--- src/rtl/gf_pkg.sv ---
// Shared types and constants for the gigafitter road badmask path:
// the road record carried from the badmask builder to the mapper, and the
// badmask status codes the mapper derives from it.
package gf_pkg;

   localparam int NLAYERS = 5;
   localparam int LAYER_W = 3;
   localparam int CNT_W   = 4;

   // One finished road: per-layer unusable flags plus number of hit words.
   typedef struct packed {
      logic [NLAYERS-1:0] badmask;
      logic [CNT_W-1:0]   nhits;
   } road_rec_t;

   // Badmask patterns that mark the extremes of road quality.
   localparam logic [NLAYERS-1:0] BM_ALL_GOOD = '0;
   localparam logic [NLAYERS-1:0] BM_ALL_BAD  = '1;

   // Status codes shared with the mapper, keyed on how many layers are unusable.
   typedef enum logic [1:0] {
      BM_ST_OK       = 2'd0,   // every layer has a good hit
      BM_ST_ONE_BAD  = 2'd1,   // one layer missing, fit still possible
      BM_ST_TWO_BAD  = 2'd2,   // two layers missing, marginal fit
      BM_ST_UNUSABLE = 2'd3    // too few layers for a fit
   } bm_status_t;

   // Classify a badmask by the number of unusable layers.
   function automatic bm_status_t bm_status(input logic [NLAYERS-1:0] mask);
      int nbad;
      nbad = 0;
      for (int i = 0; i < NLAYERS; i++) begin
         if (mask[i]) nbad++;
      end
      case (nbad)
         0:       return BM_ST_OK;
         1:       return BM_ST_ONE_BAD;
         2:       return BM_ST_TWO_BAD;
         default: return BM_ST_UNUSABLE;
      endcase
   endfunction

endpackage

--- src/rtl/sync_fifo_fwft.sv ---
// Synchronous first-word-fall-through FIFO. The head entry is visible on
// rdata whenever empty is low; pointers carry an extra MSB so full and empty
// are distinguished without a separate counter.
module sync_fifo_fwft #(
   parameter int WIDTH = 9,
   parameter int DEPTH = 4
) (
   input  logic             clk,
   input  logic             rst,
   input  logic             push,
   input  logic [WIDTH-1:0] wdata,
   input  logic             pop,
   output logic [WIDTH-1:0] rdata,
   output logic             full,
   output logic             empty
);

   localparam int AW = $clog2(DEPTH);

   logic [WIDTH-1:0] mem [DEPTH];
   logic [AW:0]      wr_ptr;
   logic [AW:0]      rd_ptr;
   logic             do_push;
   logic             do_pop;

   assign empty   = (wr_ptr == rd_ptr);
   assign full    = (wr_ptr[AW] != rd_ptr[AW]) && (wr_ptr[AW-1:0] == rd_ptr[AW-1:0]);
   assign do_push = push && !full;
   assign do_pop  = pop && !empty;
   assign rdata   = mem[rd_ptr[AW-1:0]];

   // Pointer update; only control state is reset, storage keeps stale data.
   always_ff @(posedge clk) begin
      if (rst) begin
         wr_ptr <= '0;
         rd_ptr <= '0;
      end else begin
         if (do_push) wr_ptr <= wr_ptr + 1'b1;
         if (do_pop)  rd_ptr <= rd_ptr + 1'b1;
      end
   end

   // Storage write at the current write slot.
   always_ff @(posedge clk) begin
      if (do_push) mem[wr_ptr[AW-1:0]] <= wdata;
   end

endmodule

--- src/rtl/road_badmask_builder.sv ---
// Per-road badmask builder. Accumulates which layers saw a good hit and how
// many legal hit words arrived, then on the end-of-road word queues the
// inverted good mask and the hit count into an output FIFO for the mapper.
module road_badmask_builder
   import gf_pkg::*;
#(
   parameter int NLAYERS    = gf_pkg::NLAYERS,
   parameter int FIFO_DEPTH = 4,
   parameter int CNT_W      = gf_pkg::CNT_W
) (
   input  logic               clk,
   input  logic               rst,
   input  logic               in_valid,
   output logic               in_ready,
   input  logic [LAYER_W-1:0] in_layer,
   input  logic               in_bad,
   input  logic               in_eor,
   output logic               out_valid,
   input  logic               out_ready,
   output logic [NLAYERS-1:0] out_badmask,
   output logic [CNT_W-1:0]   out_nhits,
   output logic               err_layer
);

   localparam int REC_W = NLAYERS + CNT_W;

   logic [NLAYERS-1:0] good_seen;
   logic [NLAYERS-1:0] good_seen_next;
   logic [NLAYERS-1:0] good_set;
   logic [CNT_W-1:0]   hit_cnt;
   logic [CNT_W-1:0]   hit_cnt_next;
   logic               accept;
   logic               hit_word;
   logic               bad_layer;
   logic               eor_word;
   logic               fifo_full;
   logic               fifo_empty;
   logic [REC_W-1:0]   push_rec;
   logic [REC_W-1:0]   head_rec;

   // Saturating increment so long noisy roads pin at all-ones instead of wrapping.
   function automatic logic [CNT_W-1:0] sat_inc(input logic [CNT_W-1:0] v);
      return (&v) ? v : v + CNT_W'(1);
   endfunction

   assign in_ready  = !fifo_full;
   assign accept    = in_valid && in_ready;
   assign eor_word  = accept && in_eor;
   assign hit_word  = accept && !in_eor && (in_layer <= LAYER_W'(NLAYERS - 1));
   assign bad_layer = accept && !in_eor && (in_layer >  LAYER_W'(NLAYERS - 1));

   // One-hot layer decode, gated to good legal hits; bad hits only OR in zero.
   always_comb begin
      good_set = '0;
      for (int i = 0; i < NLAYERS; i++) begin
         if (hit_word && !in_bad && (in_layer == LAYER_W'(i))) good_set[i] = 1'b1;
      end
   end

   assign good_seen_next = good_seen | good_set;
   assign hit_cnt_next   = hit_word ? sat_inc(hit_cnt) : hit_cnt;
   assign push_rec       = {~good_seen_next, hit_cnt_next};

   // Road accumulators; an EOR word closes the road and restarts from empty.
   always_ff @(posedge clk) begin
      if (rst) begin
         good_seen <= '0;
         hit_cnt   <= '0;
      end else if (eor_word) begin
         good_seen <= '0;
         hit_cnt   <= '0;
      end else begin
         good_seen <= good_seen_next;
         hit_cnt   <= hit_cnt_next;
      end
   end

   // Sticky illegal-layer flag, cleared only by reset.
   always_ff @(posedge clk) begin
      if (rst)            err_layer <= 1'b0;
      else if (bad_layer) err_layer <= 1'b1;
   end

   sync_fifo_fwft #(
      .WIDTH (REC_W),
      .DEPTH (FIFO_DEPTH)
   ) u_fifo (
      .clk   (clk),
      .rst   (rst),
      .push  (eor_word),
      .wdata (push_rec),
      .pop   (out_ready),
      .rdata (head_rec),
      .full  (fifo_full),
      .empty (fifo_empty)
   );

   // With nothing buffered the mapper sees an all-unusable, zero-hit road.
   assign out_valid   = !fifo_empty;
   assign out_badmask = fifo_empty ? {NLAYERS{1'b1}} : head_rec[REC_W-1:CNT_W];
   assign out_nhits   = fifo_empty ? '0 : head_rec[CNT_W-1:0];

endmodule

--- config.mk ---
export PLATFORM = sky130hd
export DESIGN_NAME = road_badmask_builder
export DESIGN_NICKNAME = d
export VERILOG_FILES = /design/src/rtl/gf_pkg.sv /design/src/rtl/sync_fifo_fwft.sv /design/src/rtl/road_badmask_builder.sv
export SDC_FILE = /design/constraint.sdc
export NUM_CORES = 1
export LEC_CHECK = 0
export CELL_PAD_IN_SITES_DETAIL_PLACEMENT = 1
export CELL_PAD_IN_SITES_GLOBAL_PLACEMENT = 1
export CORE_AREA = 2 2 85 95
export CTS_BUF_LIST = sky130_fd_sc_hd__clkbuf_8
export DETAILED_ROUTE_END_ITERATION = 12
export DIE_AREA = 0 0 87 97
export GPL_TIMING_DRIVEN = 0
export HOLD_SLACK_MARGIN = 0.03
export PLACE_DENSITY = 0.63
export SKIP_LAST_GASP = 1
export SYNTH_ARGS = -nofsm -noshare
export SYNTH_HDL_FRONTEND = slang
export SYNTH_SLANG_ARGS = --single-unit
--- constraint.sdc ---
create_clock -name clk -period 1.6 [get_ports clk]
set_input_delay 0.32 -clock clk [delete_from_list [all_inputs] [get_ports clk]]
set_output_delay 0.32 -clock clk [all_outputs]
set_load 0.02 [all_outputs]
# Yosys cells after proc, flatten, opt, wreduce, memory -nomap -nowiden
# Memory sizes are Yosys's and may differ from the RTL's. A register that Yosys moved wholly into a read port is not among the register bits.
# Index checks and enable logic that the tools add are counted.
[word_totals]
ff_bits = 16
latch_bits = 0
ram_bits = 36
romBits = 0
in_bits = 9
output_inout_bits = 12
elab_cells = 54
mem_count = 1
[memory_table]
columns = ["memory", "depth", "word_bits", "rd", "rd_clocked_by_memory_dff", "write_ports", "line", "text"]
rows = [
  ["u_fifo.mem", 4, 9, 1, 1, 1, "sync_fifo_fwft.sv:20", "logic [WIDTH-1:0] mem [DEPTH];"],
]
[classes]
add_sub_neg = 3
n_mul = 0
div = 0
n_lt_le_gt_ge = 2
n_eq_ne = 7
shifts = 0
mux = 13
n_bitwise = 2
reduce_logical = 21
[ops]
columns = ["operator", "count"]
rows = [
  ["logical AND 1 bit", 14],
  ["2-to-1 mux 4 bit", 3],
  ["2-to-1 mux 1 bit", 7],
  ["adder 3 x 1 -> 3 bit (second input constant)", 2],
  ["equality test 3 x 2 -> 1 bit (second input constant)", 2],
  ["2-to-1 mux 5 bit", 1],
  ["inverter 5 bit", 1],
  ["bitwise OR 5 bit", 1],
  ["adder 4 x 1 -> 4 bit (second input constant)", 1],
  ["zero test 1 bit", 4],
  ["2-to-1 mux 2 bit", 2],
  ["AND reduction 4 bit", 1],
  ["equality test 3 x 1 -> 1 bit (second input constant)", 1],
  ["equality test 3 bit", 1],
  ["equality test 3 bit (second input constant)", 1],
  ["greater-than comparator 3 bit (second input constant)", 1],
  ["<= comparator 3 bit (second input constant)", 1],
  ["zero test 3 bit", 1],
  ["equality test 2 bit", 1],
  ["OR reduction 2 bit", 1],
  ["!= test 1 bit", 1],
]

# Logic depth before layout (Yosys ltp)
# Gate-level depths: netlist of the first run.
[logic_depth]
word_depth = 11
mapped_depth = 5
mapped_depth_nobuf = 4

# Cells and area by module
# From an unflattened synthesis of the first run, not the netlist that was laid out.
[hier_totals]
hier_cells = 182
area_unflattened_um2 = 2451.1
[modules_own_cells]
columns = ["mod", "n_inst", "cells_each", "area_per_inst_um2", "seq_area_each_um2"]
rows = [
  ["sync_fifo_fwft", 1, 115, 1874.3, 1241.2],
  ["road_badmask_builder", 1, 67, 576.8, 200.2],
]

# Least setup slack after synthesis of the first run
# OpenSTA, ideal clock, no wires.
[synth_timing]
path_kind = "register to output"
from = "register (tool-made name)"
to = "output out_badmask[0]"
arrival_time_ns = 1.387
t_required_ns = 1.280
slack_ns = -0.107
path_stages_with_launch = 4
path_buffers = 1
cell_sequence = "dfxtp_1 buf_2 mux4_2 or2_2"
[synth_rtl]
columns = ["element", "line", "text"]
rows = [
  ["to (decl)", "road_badmask_builder.sv:20", "output logic [NLAYERS-1:0] out_badmask,"],
]

==> results of run 1 <==
routing by layer:
| metal | track usage (%) | part of all wire, % | up-vias |
|---|---|---|---|
| met5 | 0 | 0 | - |
| met4 | 3.966 | 1.0 | 0 |
| met3 | 3.242 | 2.6 | 7 |
| met2 | 27.54 | 56 | 28 |
| met1 | 18.96 | 40 | 817 |
| li1 | - | - | 732 |
registers in the layout (all words and copies together) (netlist names), named ones only:
name / flops
u_fifo.wr_ptr: 3
hit_cnt: 4
err_layer: 1
u_fifo.rd_ptr: 3
u_fifo.mem: 36
good_seen: 5
through the flow:
step | std cells | hold slack (ns)
finish | 314 | 0.3762
global route | 314 | 0.4264
CTS | 306 | 0.4059
detailed placement | 263 | 0.4698
global placement | 263 | 0.4510
floorplan | 157 | 0.4681
cells in the final DEF, fill, tap and decap left out, types with 2 or more instances in the layout:
cell type        count
nand2_4              2
clkbuf_8             6
o311a_4              3
ha_1                 6
nor2_2               2
or3_4                2
or2_4                6
inv_1                6
dfxtp_1             10
nor3_4               3
nor2_4               4
and2_4               8
clkdlybuf4s50_1      3
o311ai_4             2
buf_4               18
dlygate4sd2_1        5
o21ai_4              3
nor2b_1              3
nor2_1               8
buf_6               30
mux2i_1              2
nand3_1              2
a21oi_2              3
buf_12               2
mux4_2               9
nor2b_4              2
a41oi_4              3
edfxtp_1            36
xor2_4               3
buf_8                2
xor2_1               2
dfxtp_4              7
a21oi_4              2
cell type report:
type / instances / area, um2 / share of cell area [%]
Sequential cell: 54 / 1469 / 40.71
Tap cell: 87 / 108.9 / 3.017
Clock inverter: 2 / 38.79 / 1.075
Multi-Input combinational cell: 96 / 1255 / 34.78
Inverter: 7 / 28.78 / 0.7975
Timing Repair Buffer: 59 / 591.8 / 16.40
Buffer: 3 / 33.78 / 0.9362
Clock buffer: 6 / 82.58 / 2.288
worst max path at each step:
stage                             startpoint                    endpoint  slack, ns  cells past startpoint
4_1_cts                            flip-flop                out_nhits[0]      -0.47                      6
5_1_grt                            flip-flop              out_badmask[1]      -0.47                      4
3_3_place_gp   u_fifo.wr_ptr[1]$_SDFFE_PP0P_              out_badmask[1]      -0.86                      4
6_report                           flip-flop              out_badmask[1]      -0.41                      4
2_1_floorplan  u_fifo.wr_ptr[1]$_SDFFE_PP0P_  u_fifo.mem[3][0]$_DFFE_PP_      -0.03                      3
3_5_place_dp   u_fifo.wr_ptr[1]$_SDFFE_PP0P_              out_badmask[1]      -0.87                      4
worst max-delay path, cell delays in order, from the launching register on:
cell     delay (ns)
dfxtp_4        0.38
buf_8          0.13
mux4_2         0.49
or2_4          0.25
buf_6          0.13
report_power, final:
group	total [mW]	switching [mW]	internal, mW
Combinational	0.959	0.418	0.541
Sequential	1.56	0.0400	1.52
Clock	0.984	0.468	0.515
what timing repair did:
action	4_1_cts	5_1_grt
hold endpoints to repair	0	0
cloned	7	0
pin swaps	24	21
endpoints found under the setup margin	95	101
gates resized for setup	148	37
buffers inserted	29	12
kinds of logic (layout without fill, tap and decap cells):
| family | Yosys count | after routing | share of synthesized area (%) |
|---|---|---|---|
| compound gates | 22 | 23 | 8.491 |
| xor+xnor | 7 | 7 | 3.278 |
| fa+ha+maj | 6 | 6 | 3.224 |
| buf+inv | 12 | 77 | 2.365 |
| flops | 54 | 54 | 61.90 |
| mux | 11 | 11 | 9.565 |
| simple gates | 45 | 49 | 11.18 |
==> impl_metrics.json, run 1 <==
{
  "outcome": "finished with violations",
  "failed_checks": "negative setup slack",
  "holdCritStartpoint": "rst",
  "rsz0062_at_grt": "true",
  "hold_viol_final": 0,
  "post_drt_wl_per_cell_um": 19.91,
  "r2r_end": "hit_cnt[3]$_SDFF_PP0_",
  "final_max_slew_viol_count": 0,
  "synth.most_common_cell": "edfxtp_1",
  "cts_made_buffers": 5,
  "synth_top_area_share_pct": 46.43,
  "synth_common_cells": "36 x edfxtp_1, 18 x dfxtp_1, 9 x mux4_2, 9 x nor2_1, 7 x inv_1",
  "cts_tree": "yes",
  "netlist_top_cells_area": "edfxtp_1 46%, dfxtp_1 15%, mux4_2 8.7%",
  "yosys_warnings": 0,
  "syn_to_final_growth_pct": 54.97,
  "critPathCaptureType": "output port",
  "num_antenna_cells": 0,
  "wirelength_mm": 6.253,
  "first_iter_violations": 68,
  "hp-class": "input pin to flip-flop",
  "period_share_pct": 125.8,
  "via_per_inst": 5.045,
  "cp_max_fo": 5,
  "fmax_mhz": 496.8,
  "clkTransAtPathRegs_ns": 0.10,
  "stdcell_area_mm2": 0.003608,
  "cp.arrival_ns": 1.69,
  "grtUsageTotal_pct": 15.58,
  "rows": 33,
  "max-vdd-ir-drop_mv": 0.4629,
  "numPortBuffers": 19,
  "root_buffer": "clkbuf_8",
  "clock_sinks": 54,
  "vias": 1584,
  "gp_congestion": 0.7068,
  "start_kind": "flip-flop",
  "dp_hpwl_mm": 3.390,
  "antenna_found_initial": 0,
  "drc": 0,
  "synth.cell_area_mm2": 0.002328,
  "holdPathEnd": "u_fifo.wr_ptr[1]$_SDFFE_PP0P_",
  "dpl_cell_area_mm2": 0.002646,
  "synth_cells": 157,
  "fin_util_pct": 48.82,
  "grt_pass1_vias": 1733,
  "grt_pass1_wl_mm": 9.860,
  "htree_levels": 2,
  "start_util_pct": 31.50,
  "reg2reg_setup_slack_ns": -0.26,
  "cts_hold_repair.buffers": 0,
  "ys_seq_area_share_pct": 61.90,
  "pre_cts_ws_ns": -0.8720,
  "worst-slew-pin-transition_ns": 0.4302,
  "nets": 241,
  "synth_area_leader_cell": "edfxtp_1",
  "p_total_mw": 3.499,
  "final_antenna_net_count": 0,
  "dieArea_mm2": 0.008439,
  "ys_ff_latch": 54,
  "layout_min_cycle_time_ns": 2.013,
  "fillCellCount": 726,
  "grt_max_degree": 18,
  "die_w_um": 87,
  "ioPinCount": 21,
  "clock_skew_ns": 0.003727,
  "r2r_cells": 7,
  "async_flop_share_pct": 0,
  "dieHeight_um": 97,
  "firstDrtPassIters": 4,
  "max_slew_margin_pct": 71.32,
  "critPathKind": "flip-flop to output port",
  "min_path_cells": 2,
  "synth_edf_count": 36,
  "synth_nets": 172,
  "setup_viol": 99,
  "timing.rr.start": "u_fifo.wr_ptr[1]$_SDFFE_PP0P_",
  "power.density_mw_per_mm2": 969.8,
  "setup_tns_ns": -16.83,
  "synth-main-ff-cell": "edfxtp_1",
  "grt.overflow.total": 0,
  "clock_latency_ns": 0.31,
  "crit_required_ns": 1.28,
  "core_mm2": 0.007391,
  "leakage_nw": 1.293,
  "syn_area_per_cell_um2": 14.83,
  "drv_cap": 0,
  "drive_gt1_share_pct": 59.91,
  "clockBufferDepth": 2,
  "finalWorstSetupSlack_ns": -0.4130,
  "ys_types": 41
}
No activity file was read; power rests on OpenSTA's default activity.
==> run 2: changes to the inputs <==
ABC_AREA = 1   (was not set)
CORE_AREA = 2 2 86 96   (was 2 2 85 95)
DIE_AREA = 0 0 88 98   (was 0 0 87 97)
PLACE_DENSITY = 0.65   (was 0.63)
==> run 2 against run 1 <==
The flow still finishes with violations (negative setup slack). Maximum frequency up 11%. Sequential power hardly changed. Utilization decreased by 7.0 points. Total power down 3.3%. Count of clock-buffer cells in the layout decreased by 1. Die area grew 2.2%. Combinational power is 8.9% lower. Via count rose by 9.8%. Routed wire length decreased by 15%. Critical endpoint is now out_badmask[4].
==> impl_metrics.json, run 2 <==
{
  "outcome": "finished with violations",
  "failed_checks": "negative setup slack",
  "nets": 286,
  "ys_seq_area_share_pct": 60.57,
  "die_w_um": 88,
  "gp_congestion": 0.7168,
  "period_share_pct": 113.2,
  "start_kind": "flip-flop",
  "dieArea_mm2": 0.008624,
  "critPathCaptureType": "output port",
  "clock_sinks": 54,
  "synth.cell_area_mm2": 0.002380,
  "cp.arrival_ns": 1.49,
  "ioPinCount": 21,
  "root_buffer": "clkbuf_8",
  "cts_tree": "yes",
  "syn_area_per_cell_um2": 10.62,
  "critPathKind": "flip-flop to output port",
  "cp_max_fo": 5,
  "synth.most_common_cell": "edfxtp_1",
  "grtUsageTotal_pct": 13.36,
  "clockBufferDepth": 2,
  "grt_max_degree": 19,
  "final_antenna_net_count": 0,
  "power.density_mw_per_mm2": 1051,
  "largest_reg_flops": 36,
  "post_drt_wl_per_cell_um": 14.03,
  "start_util_pct": 30.91,
  "final_cell_mix": "36 x edfxtp_1, 25 x nand2_1, 24 x inv_1, 21 x buf_4",
  "hp-class": "flip-flop to flip-flop",
  "slowest_stage": "dfxtp_4",
  "core_mm2": 0.007700,
  "setup_tns_ns": -2.714,
  "final_common_cell": "edfxtp_1",
  "synth-main-ff-cell": "edfxtp_1",
  "dp_hpwl_mm": 3.410,
  "htree_levels": 2,
  "dieHeight_um": 98,
  "drv_cap": 0,
  "netlist_top_cells_area": "edfxtp_1 45%, dfxtp_1 15%, inv_1 4.4%",
  "rsz0062_at_grt": "true",
  "cp_slowest_stage_delay_ns": 0.38,
  "grt.overflow.total": 0,
  "critPathTopFamily": "buffers and inverters",
  "leakage_nw": 1.202,
  "fmax_mhz": 552.2,
  "finalWorstSetupSlack_ns": -0.2110,
  "layout_min_cycle_time_ns": 1.811,
  "yosys_warnings": 0,
  "num_antenna_cells": 0,
  "grt_pass1_wl_mm": 8.901,
  "crit_top_cell": "buf_6",
  "clkTransAtPathRegs_ns": 0.10,
  "synth_cells": 224,
  "drc": 0,
  "clock_skew_ns": 0.009423,
  "cts_made_buffers": 5,
  "numPortBuffers": 20,
  "path_buf_inv": 3,
  "syn_to_final_growth_pct": 35.23,
  "finalHoldWorstSlack_ns": 0.4713,
  "max-vdd-ir-drop_mv": 0.3560,
  "hold_viol_final": 0,
  "synth_top_area_share_pct": 45.43,
  "p_total_mw": 3.383,
  "worst-slew-pin-transition_ns": 0.3602,
  "synth_nets": 239,
  "ys_ff_latch": 54,
  "wirelength_mm": 5.331,
  "crit_chain": "xnor2_2 > nand4_1 > buf_6 > buf_6 > o221ai_2 > buf_4",
  "crit_required_ns": 1.28,
  "rows": 34,
  "vias": 1740,
  "final_max_slew_viol_count": 0,
  "clock_latency_ns": 0.31,
  "async_flop_share_pct": 0,
  "first_iter_violations": 166,
  "synth_common_cells": "36 x edfxtp_1, 28 x inv_1, 27 x nand2_1",
  "antenna_found_initial": 0,
  "drive_gt1_share_pct": 34.93,
  "max_slew_margin_pct": 75.80,
  "fillCellCount": 856,
  "synth_edf_count": 36,
  "firstDrtPassIters": 4,
  "synth_area_leader_cell": "edfxtp_1",
  "cts_hold_repair.buffers": 0,
  "grt_pass1_vias": 1773,
  "via_per_inst": 4.579,
  "setup_viol": 51,
  "ys_types": 28
}
==> run 2: timing repair <==
item                                    4_1_cts  5_1_grt
pin swaps                                    11        2
endpoints found under the setup margin       84       98
setup buffers                                20        0
resized for setup                           111        7
cloned                                        1        0
==> run 2: path summary, 6_finish.rpt <==
check | from | endpoint | slack [ns] | depth (start not counted)
max | u_fifo.wr_ptr[0]$_SDFFE_PP0P_ | out_badmask[4] | -0.21 | 6
max reg2reg | u_fifo.wr_ptr[0]$_SDFFE_PP0P_ | u_fifo.mem[0][1]$_DFFE_PP_ | -0.03 | 6
min | good_seen[2]$_SDFF_PP0_ | good_seen[2]$_SDFF_PP0_ | 0.47 | 2
min reg2reg | good_seen[2]$_SDFF_PP0_ | good_seen[2]$_SDFF_PP0_ | 0.47 | 2
==> run 2: final cells by class <==
cell class / count / area, um2 / area share, %
inverters: 29 / 111.4 / 3.460
repair buffers: 41 / 387.9 / 12.05
multi-input cells: 135 / 950.9 / 29.55
flip-flops and latches: 54 / 1456 / 45.26
clock buffers: 5 / 68.82 / 2.138
well taps: 108 / 135.1 / 4.199
clock inverters: 3 / 48.80 / 1.516
plain buffers: 5 / 58.81 / 1.827
==> run 2: worst register-to-register path, stage by stage, from the launching register on <==
cell and delay, ns:
dfxtp_4 0.38, xnor2_2 0.14, buf_4 0.14, nand3_2 0.16, nand3_4 0.21, nor2_4 0.18
buf_12 0.14
==> run 2: through the flow <==
stage               area [um2]  util, %  std cells  setup slack, ns
finish                    3218    41.79        380          -0.2110
global route              3218    41.79        380          -0.2984
detailed placement        2744    35.64        352          -0.6995
CTS                       3202    41.58        380          -0.1960
global placement          2744    35.64        352          -0.6947
floorplan                 2409        -        224          -0.1202
==> run 2: cell families after synthesis <==
group | after synthesis | share of synthesized area [%]
and+or+nand+nor | 74 | 15.46
DFF | 54 | 60.57
AOI/OAI and AO/OA | 45 | 11.15
buffers and inverters | 35 | 5.731
adders and majority gates | 6 | 3.154
xor gates and xnor gates | 5 | 1.841
muxes | 5 | 2.103
==> run 2: power by group <==
part | total, mW | internal [mW] | switching [mW]
Clock | 0.950 | 0.477 | 0.473
Combinational | 0.874 | 0.408 | 0.466
Sequential | 1.56 | 1.52 | 0.0350
==> run 2: routing by layer <==
metal | up-vias | GRT usage [%] | wire length (um)
met1 | 846 | 16.51 | 2231
met5 | - | 0 | 0
li1 | 864 | - | -
met3 | 6 | 2.029 | 157
met4 | 0 | 3.905 | 70
met2 | 24 | 23.72 | 2872
==> run 3: changes to the inputs <==
CELL_PAD_IN_SITES_DETAIL_PLACEMENT = 0   (was 1)
==> run 3 against run 2 <==
The run still ends with negative setup slack left. Non-clock buffer count stayed put. Via count is 5.6% lower. Die area stayed put. Combinational power is 7.4% higher. Maximum frequency is 1.3% higher. Critical path depth stayed put. Critical path type unchanged.
==> impl_metrics.json, run 3 (synthesis results as in run 2) <==
{
  "max_slew_margin_pct": 76.77,
  "clockBufferDepth": 2,
  "p_total_mw": 3.223,
  "numPortBuffers": 20,
  "crit_path_start": "u_fifo.rd_ptr[0]$_SDFFE_PP0P_",
  "holdCritStartpoint": "good_seen[2]$_SDFF_PP0_",
  "final_antenna_net_count": 0,
  "grt_pass1_vias": 1502,
  "use_met2_pct": 18.59,
  "wirelength_mm": 4.644,
  "core_mm2": 0.007700,
  "final_cell_mix": "36 x edfxtp_1, 23 x nand2_1, 22 x inv_1, 17 x buf_4, 15 x a21oi_1",
  "grtUsageTotal_pct": 11.40,
  "drive_gt1_share_pct": 36.76,
  "clkTransAtPathRegs_ns": 0.09,
  "drc": 0,
  "fillCellCount": 751,
  "critPathCaptureType": "output port",
  "cts_made_buffers": 5,
  "drv_cap": 0,
  "start_util_pct": 30.91,
  "clock_latency_ns": 0.30,
  "dieHeight_um": 98,
  "grt.overflow.total": 0,
  "gp_congestion": 0.7168,
  "crit_required_ns": 1.28,
  "use_met3_pct": 2.282,
  "setup_viol": 11,
  "ioPinCount": 21,
  "syn_to_final_growth_pct": 38.17,
  "pre_cts_ws_ns": -0.6814,
  "slowest_stage": "dfxtp_4",
  "fin_util_pct": 42.70,
  "cts_tree": "yes",
  "hold_viol_final": 0,
  "crit_chain": "xnor2_2 > nand4_1 > buf_6 > buf_8 > o221ai_2 > buf_4",
  "final_common_cell": "edfxtp_1",
  "worst-slew-pin-transition_ns": 0.3457,
  "rows": 34,
  "outcome": "finished with violations",
  "via_per_inst": 4.324,
  "firstDrtPassIters": 4,
  "max-vdd-ir-drop_mv": 0.3760,
  "layout_min_cycle_time_ns": 1.787,
  "finalWorstSetupSlack_ns": -0.1870,
  "num_antenna_cells": 0,
  "final_max_slew_viol_count": 0,
  "grt_pass1_wl_mm": 7.472,
  "critPathKind": "flip-flop to output port",
  "first_iter_violations": 127,
  "grt_max_degree": 17,
  "antenna_found_initial": 0,
  "finalHoldWorstSlack_ns": 0.4665,
  "largest_reg_flops": 36,
  "power.density_mw_per_mm2": 980.1,
  "dp_hpwl_mm": 3.054,
  "root_buffer": "clkbuf_8",
  "period_share_pct": 111.7,
  "grt-busiest-layer": "met2",
  "start_kind": "flip-flop",
  "clock_sinks": 54,
  "hp-class": "flip-flop to flip-flop",
  "nets": 286,
  "die_w_um": 88,
  "cp.arrival_ns": 1.47,
  "dieArea_mm2": 0.008624,
  "timing.rr.start": "u_fifo.wr_ptr[2]$_SDFFE_PP0P_",
  "vias": 1643,
  "cp_max_fo": 5,
  "htree_levels": 2,
  "failed_checks": "negative setup slack",
  "leakage_nw": 1.236,
  "post_drt_wl_per_cell_um": 12.22,
  "clock_skew_ns": 0.004665,
  "cp_slowest_stage_delay_ns": 0.36,
  "grt_use_met1_pct": 15.16,
  "rsz0062_at_grt": "true",
  "fmax_mhz": 559.6
}
## run 3: what timing repair did
item                       CTS  global route
setup endpoints to repair   80            87
gates resized for setup    112            23
pin swaps                    4            11
hold buffers                 0             0
cloned                       2             0
buffers inserted            10             9
## run 3: where the power goes
| part | switching, mW | internal (mW) |
|---|---|---|
| logic | 0.482 | 0.457 |
| registers | 0.0371 | 1.52 |
| clock network | 0.421 | 0.301 |
| total | 0.940 | 2.28 |
## run 3: path summary, 6_finish.rpt
path | endpoint | slack [ns] | depth (start not counted)
setup / recovery | out_badmask[3] | -0.19 | 6
hold / removal | good_seen[2]$_SDFF_PP0_ | 0.47 | 2
setup reg to reg | u_fifo.mem[0][3]$_DFFE_PP_ | 0.06 | 7
hold reg to reg | good_seen[2]$_SDFF_PP0_ | 0.47 | 2
## run 3: layer usage
metal	share of wire, %	wire, um
met1	46	2124
met2	50	2345
met3	2.4	111
met4	1.4	63
met5	0	0
## run 3: worst max-delay path: cells and delay by family, from the launching register on
| family | cells | cell delay, ns |
|---|---|---|
| AOI/OAI and AO/OA | 1 | 0.06 |
| xor gates and xnor gates | 1 | 0.18 |
| DFF | 1 | 0.36 |
| buffers and inverters | 3 | 0.45 |
| and+or+nand+nor | 1 | 0.12 |
## run 3: layout make-up
type                            instances  area [um2]  area share [%]
Multi-Input combinational cell        135        1001           30.44
Buffer                                  5       66.31           2.017
Sequential cell                        54        1455           44.25
Clock inverter                          3       16.27          0.4947
Tap cell                              108       135.1           4.110
Clock buffer                            5       68.82           2.093
Timing Repair Buffer                   41       434.2           13.20
Inverter                               29       111.4           3.387
## run 3: stage by stage
step | TNS [ns] | cell area (um2) | cells
after detailed placement | -43.40 | 2744 | 352
after CTS | -6.994 | 3092 | 371
after global routing | -4.189 | 3288 | 380
after global placement | -42.74 | 2744 | 352
final | -1.806 | 3288 | 380
after floorplan | -3.246 | 2409 | 224
